`config.mk`:
```
export PLATFORM = sky130hd
export DESIGN_NAME = hilo_muldiv_unit
export DESIGN_NICKNAME = d
export VERILOG_FILES = /design/src/rtl/hilo_muldiv_unit.sv
export SDC_FILE = /design/constraint.sdc
export NUM_CORES = 1
export LEC_CHECK = 0
export CORE_ASPECT_RATIO = 0.9
export CORE_UTILIZATION = 57
export CTS_CLUSTER_SIZE = 30
export DETAILED_ROUTE_END_ITERATION = 12
export GPL_TIMING_DRIVEN = 0
export HOLD_SLACK_MARGIN = 0.02
export PLACE_DENSITY = 0.9
export SYNTH_ARGS = -nofsm -noshare
export SYNTH_HDL_FRONTEND = slang
export SYNTH_SLANG_ARGS = --single-unit
```
`constraint.sdc`:
```
create_clock -name clk -period 4.1 [get_ports clk]
set_input_delay 1.025 -clock clk [delete_from_list [all_inputs] [get_ports clk]]
set_output_delay 1.025 -clock clk [all_outputs]
set_load 0.05 [all_outputs]
```
`src/rtl/hilo_muldiv_unit.sv`:
```
// hilo_muldiv_unit: iterative HI/LO multiply/divide unit with MTHI/MTLO.
// Config: define HILO_DIV_EN to build the DIV/DIVU restoring divider.
// Ports: clk, reset_n (sync, active-low), start/op/operand_a/operand_b
// request; busy, done, div_by_zero, illegal_op status; hi_out/lo_out.
module hilo_muldiv_unit #(
    parameter int WIDTH = 32
) (
    input  logic             clk,
    input  logic             reset_n,
    input  logic             start,
    input  logic [2:0]       op,
    input  logic [WIDTH-1:0] operand_a,
    input  logic [WIDTH-1:0] operand_b,
    output logic             busy,
    output logic             done,
    output logic [WIDTH-1:0] hi_out,
    output logic [WIDTH-1:0] lo_out,
    output logic             div_by_zero,
    output logic             illegal_op
);

    localparam logic [2:0] OP_MULT  = 3'b000;
    localparam logic [2:0] OP_MULTU = 3'b001;
`ifdef HILO_DIV_EN
    localparam logic [2:0] OP_DIV   = 3'b010;
    localparam logic [2:0] OP_DIVU  = 3'b011;
`endif
    localparam logic [2:0] OP_MTHI  = 3'b100;
    localparam logic [2:0] OP_MTLO  = 3'b101;

    localparam int CW = $clog2(WIDTH);

    typedef enum logic [1:0] {IDLE, MUL, DIV, FIX} state_t;

    state_t           state;
    logic [CW-1:0]    cnt;
    logic [WIDTH-1:0] acc_hi;
    logic [WIDTH-1:0] acc_lo;
    logic [WIDTH-1:0] mcand;
    logic             neg_p;

    logic             sgn;
    logic [WIDTH-1:0] a_mag;
    logic [WIDTH-1:0] b_mag;
    logic [WIDTH:0]   sum;
    logic [WIDTH-1:0] mul_hi;
    logic [WIDTH-1:0] mul_lo;
    logic [2*WIDTH-1:0] prod;
    logic [2*WIDTH-1:0] fix_prod;

    // op[0] clear selects the signed flavour of MULT/DIV
    always_comb begin
        sgn = ~op[0];
        a_mag = (sgn && operand_a[WIDTH-1]) ? -operand_a : operand_a;
        b_mag = (sgn && operand_b[WIDTH-1]) ? -operand_b : operand_b;
    end

    // Shift-add step: acc_lo holds the multiplier, shifted out LSB first,
    // while product bits shift in from the top.
    always_comb begin
        sum = {1'b0, acc_hi} + (acc_lo[0] ? {1'b0, mcand} : '0);
        mul_hi = sum[WIDTH:1];
        mul_lo = {sum[0], acc_lo[WIDTH-1:1]};
        prod = {acc_hi, acc_lo};
        fix_prod = neg_p ? -prod : prod;
    end

`ifdef HILO_DIV_EN
    logic             neg_r;
    logic             is_div;
    logic [WIDTH:0]   shl;
    logic [WIDTH:0]   diff;
    logic [WIDTH-1:0] div_hi;
    logic [WIDTH-1:0] div_lo;
    logic [WIDTH-1:0] fix_q;
    logic [WIDTH-1:0] fix_r;

    // Restoring step: acc_hi is the partial remainder, acc_lo the
    // dividend shifting out MSB first with quotient bits shifting in.
    always_comb begin
        shl = {acc_hi, acc_lo[WIDTH-1]};
        diff = shl - {1'b0, mcand};
        div_hi = diff[WIDTH] ? shl[WIDTH-1:0] : diff[WIDTH-1:0];
        div_lo = {acc_lo[WIDTH-2:0], ~diff[WIDTH]};
        fix_q = neg_p ? -acc_lo : acc_lo;
        fix_r = neg_r ? -acc_hi : acc_hi;
    end
`endif

    always_ff @(posedge clk) begin
        if (!reset_n) begin
            state       <= IDLE;
            busy        <= 1'b0;
            done        <= 1'b0;
            div_by_zero <= 1'b0;
            illegal_op  <= 1'b0;
            hi_out      <= '0;
            lo_out      <= '0;
            cnt         <= '0;
            acc_hi      <= '0;
            acc_lo      <= '0;
            mcand       <= '0;
            neg_p       <= 1'b0;
`ifdef HILO_DIV_EN
            neg_r       <= 1'b0;
            is_div      <= 1'b0;
`endif
        end else begin
            done        <= 1'b0;
            div_by_zero <= 1'b0;
            illegal_op  <= 1'b0;
            unique case (state)
                IDLE: begin
                    if (start) begin
                        unique case (op)
                            OP_MULT, OP_MULTU: begin
                                state  <= MUL;
                                busy   <= 1'b1;
                                cnt    <= CW'(WIDTH - 1);
                                acc_hi <= '0;
                                acc_lo <= b_mag;
                                mcand  <= a_mag;
                                neg_p  <= sgn & (operand_a[WIDTH-1]
                                               ^ operand_b[WIDTH-1]);
`ifdef HILO_DIV_EN
                                is_div <= 1'b0;
`endif
                            end
`ifdef HILO_DIV_EN
                            OP_DIV, OP_DIVU: begin
                                if (operand_b == '0) begin
                                    done        <= 1'b1;
                                    div_by_zero <= 1'b1;
                                end else begin
                                    state  <= DIV;
                                    busy   <= 1'b1;
                                    cnt    <= CW'(WIDTH - 1);
                                    acc_hi <= '0;
                                    acc_lo <= a_mag;
                                    mcand  <= b_mag;
                                    neg_p  <= sgn & (operand_a[WIDTH-1]
                                                   ^ operand_b[WIDTH-1]);
                                    neg_r  <= sgn & operand_a[WIDTH-1];
                                    is_div <= 1'b1;
                                end
                            end
`endif
                            OP_MTHI: begin
                                hi_out <= operand_a;
                                done   <= 1'b1;
                            end
                            OP_MTLO: begin
                                lo_out <= operand_a;
                                done   <= 1'b1;
                            end
                            default: begin
                                done       <= 1'b1;
                                illegal_op <= 1'b1;
                            end
                        endcase
                    end
                end
                MUL: begin
                    acc_hi <= mul_hi;
                    acc_lo <= mul_lo;
                    cnt    <= cnt - 1'b1;
                    if (cnt == '0) state <= FIX;
                end
`ifdef HILO_DIV_EN
                DIV: begin
                    acc_hi <= div_hi;
                    acc_lo <= div_lo;
                    cnt    <= cnt - 1'b1;
                    if (cnt == '0) state <= FIX;
                end
`endif
                FIX: begin
`ifdef HILO_DIV_EN
                    if (is_div) begin
                        hi_out <= fix_r;
                        lo_out <= fix_q;
                    end else begin
                        {hi_out, lo_out} <= fix_prod;
                    end
`else
                    {hi_out, lo_out} <= fix_prod;
`endif
                    busy  <= 1'b0;
                    done  <= 1'b1;
                    state <= IDLE;
                end
                default: begin
                    state <= IDLE;
                    busy  <= 1'b0;
                end
            endcase
        end
    end

endmodule

```
==> results.toml <==
[sta]
timing.fmax_mhz = 253
fin_hold_ws_ns = 0.452
min_period_ns = 3.95
tightestPinTransition_ns = 1.34
hold_viol_final = 0
drv_slew = 0
skew_ns = 0.0152
finalSetupTns_ns = 0
post-route-period-util_pct = 96.4
slew_headroom_pct = 10.0
setup_viol = 0
rsz0062_at_grt = "false"

[min_path]
min_path_type = "reg2reg"
hp-start = "lo_out[27]$_SDFFE_PN0P_"

[cts]
cts_buffers = 17
path_clk_slew_ns = 0.07
cts_max_path_buffers = 2
clock_latency_ns = 0.46
cts.sinks = 171
htree_levels = 4
cts_setup_buffers = 0
clock_tree.root_cell = "clkbuf_16"
cts_tree = "built"

[detailed_routing]
vias_per_cell = 6.60
ant_nets = 0
detail_route.wl_per_cell_um = 21.8
vias = 12466
drtIter0Drc = 1649
detail_route.wirelength_mm = 41.2
drc = 0
first_pass_iters = 7

[cells_and_area]
final_common_cell = "dfxtp_1"
layout_common_cells = "dfxtp_1, nor2_1, nand2_1"
finalNonFillerCells = 1890
finalCoreUtilization_pct = 70.0
nNetsFinal = 1738
syn_to_final_growth_pct = 20.2
final_layout_size_suffix_gt1_share_pct = 3.54
antenna_cells = 0

[place]
gp_congestion = 1.01
post-dp-hpwl_mm = 30.9
dp_cells = 1859
port_buffers = 135

[synth]
ys_seq_elements = 171
synth-async-reset-ratio_pct = 0
synth_edf_count = 0
ys_seq_area_share_pct = 30.7
ys.flop_type = "dfxtp_1"
syn_inst = 1474
avgSynthCellArea_um2 = 7.57
synth_nets = 1585
ys.warnings.count = 0
syn_area_um2 = 11200
synthDistinctLibCells = 66

[floorplan]
die_x_um = 150
pin_count = 138
initial_core_util_pct = 58.3
core_um2 = 19200
dieArea_um2 = 20100
row_count = 48
die_y_um = 135

[worst_setup_path]
worstPathMaxFanout = 12
worst_ep_arrival_time_ns = 4.28
reg2reg_from = "acc_lo[0]$_SDFFE_PN0P_"
worst_ep_required_time_ns = 4.43
cp-end-kind = "flip-flop"
startpoint_type = "flip-flop"
cp-startpoint = "acc_lo[0]$_SDFFE_PN0P_"
crit_type = "reg2reg"

[status]
status = "finished, final reports clean"

[run]
cap_violations = 0

[power]
ir_drop_mv = 0.302
power.leakage_nw = 4.99
p_per_area_nw_per_um2 = 439

[global_route]
antenna_found_initial = 0
grt_max_degree = 19
grt_use_total_pct = 40.5
grt_pass1_vias = 11516
grt_overflow = 0
grt_pass1_wl_mm = 61.9
## layer usage
layer | wire length (um) | global-route usage, %
met5 | 0 | 0
met2 | 18400 | 64.3
met1 | 15300 | 49.5
met3 | 5070 | 10.2
met4 | 2360 | 23.9
## kinds of logic (layout without fill, tap and decap cells)
group | after synthesis | after routing | share of synthesized area, %
AND/OR/NAND/NOR | 516 | 516 | 21.6
AO/OA/AOI/OAI | 482 | 482 | 27.6
flip-flops | 171 | 171 | 30.7
XOR/XNOR | 140 | 140 | 11.0
buffers and inverters | 119 | 285 | 4.10
adder cells (fa/ha/maj) | 41 | 41 | 4.66
multiplexers | 4 | 4 | 0.359
other | 1 | 1 | 0.0336
## state kept, by name (all words and copies together), names as in the netlist, 2 cells and up
name	count
state	2
mcand	32
cnt	5
lo_out	32
hi_out	32
acc_lo	32
acc_hi	32
## layout make-up
class                           instances  area [um2]
Sequential cell                       171        3420
Clock buffer                           18         429
Timing Repair Buffer                  135        1350
Fill cell                            1588        5740
Multi-Input combinational cell       1184        7300
Buffer                                 92         358
Tap cell                              250         313
Clock inverter                         14         146
Inverter                               26        97.6
## per-stage QoR
step / setup slack [ns] / total power (W) / cell area, um2
after global routing: 0.103 / 0.00607 / 13400
after floorplan: 0.728 / 0.00340 / 11200
after CTS: 0.161 / 0.00576 / 13400
final: 0.147 / 0.00589 / 13400
after detailed placement: -0.253 / 0.00417 / 12800
after global placement: -0.135 / 0.00413 / 12800
## power breakdown
part           switching (W)  total, W  internal [W]
registers           0.000186   0.00202       0.00183
logic                0.00155   0.00223      0.000678
clock network       0.000824   0.00164      0.000813
total                0.00256   0.00589       0.00333
## final timing paths
| check | cells after the start | endpoint | slack, ns |
|---|---|---|---|
| setup / recovery | 11 | acc_hi[18]$_SDFFE_PN0P_ | 0.15 |
| setup reg to reg | 11 | acc_hi[18]$_SDFFE_PN0P_ | 0.15 |
| hold / removal | 2 | lo_out[27]$_SDFFE_PN0P_ | 0.45 |
| hold reg to reg | 2 | lo_out[27]$_SDFFE_PN0P_ | 0.45 |
## cells in the mapped netlist, types with 12 or more instances
library cell | number | share of area, %
dfxtp_1 | 171 | 31
nor2_1 | 170 | 5.7
nand2_1 | 159 | 5.3
a21oi_1 | 129 | 5.8
o21ai_0 | 116 | 5.2
xor2_1 | 94 | 7.4
clkbuf_1 | 81 | 2.7
a211oi_1 | 63 | 4.2
xnor2_1 | 46 | 3.6
ha_1 | 40 | 4.5
and2_1 | 36 | 2.0
o211ai_1 | 32 | 2.2
o31ai_1 | 28 | 1.9
nor3_1 | 26 | 1.2
inv_1 | 24 | 0.81
nand3_1 | 24 | 1.1
a21o_1 | 22 | 1.5
or3_1 | 19 | 1.1
nand2b_1 | 15 | 0.84
or4_1 | 13 | 0.87
nor4_1 | 12 | 0.67
## worst max-delay path: stages (launching register included)
cell      delay, ns
dfxtp_1        0.71
clkbuf_1       0.43
and2_1         0.19
ha_1           0.23
a21oi_1        0.10
o21ai_0        0.60
a21oi_1        0.30
o21ai_0        0.55
nor2_1         0.16
o211ai_1       0.28
xnor2_1        0.16
o21ai_0        0.11
## repair_timing
action,in CTS,in global routing
hold endpoints to repair,0,0
endpoints found under the setup margin,4,9
hold buffers,0,0
resized for setup,1,4
(Power assumes the default switching activity.)
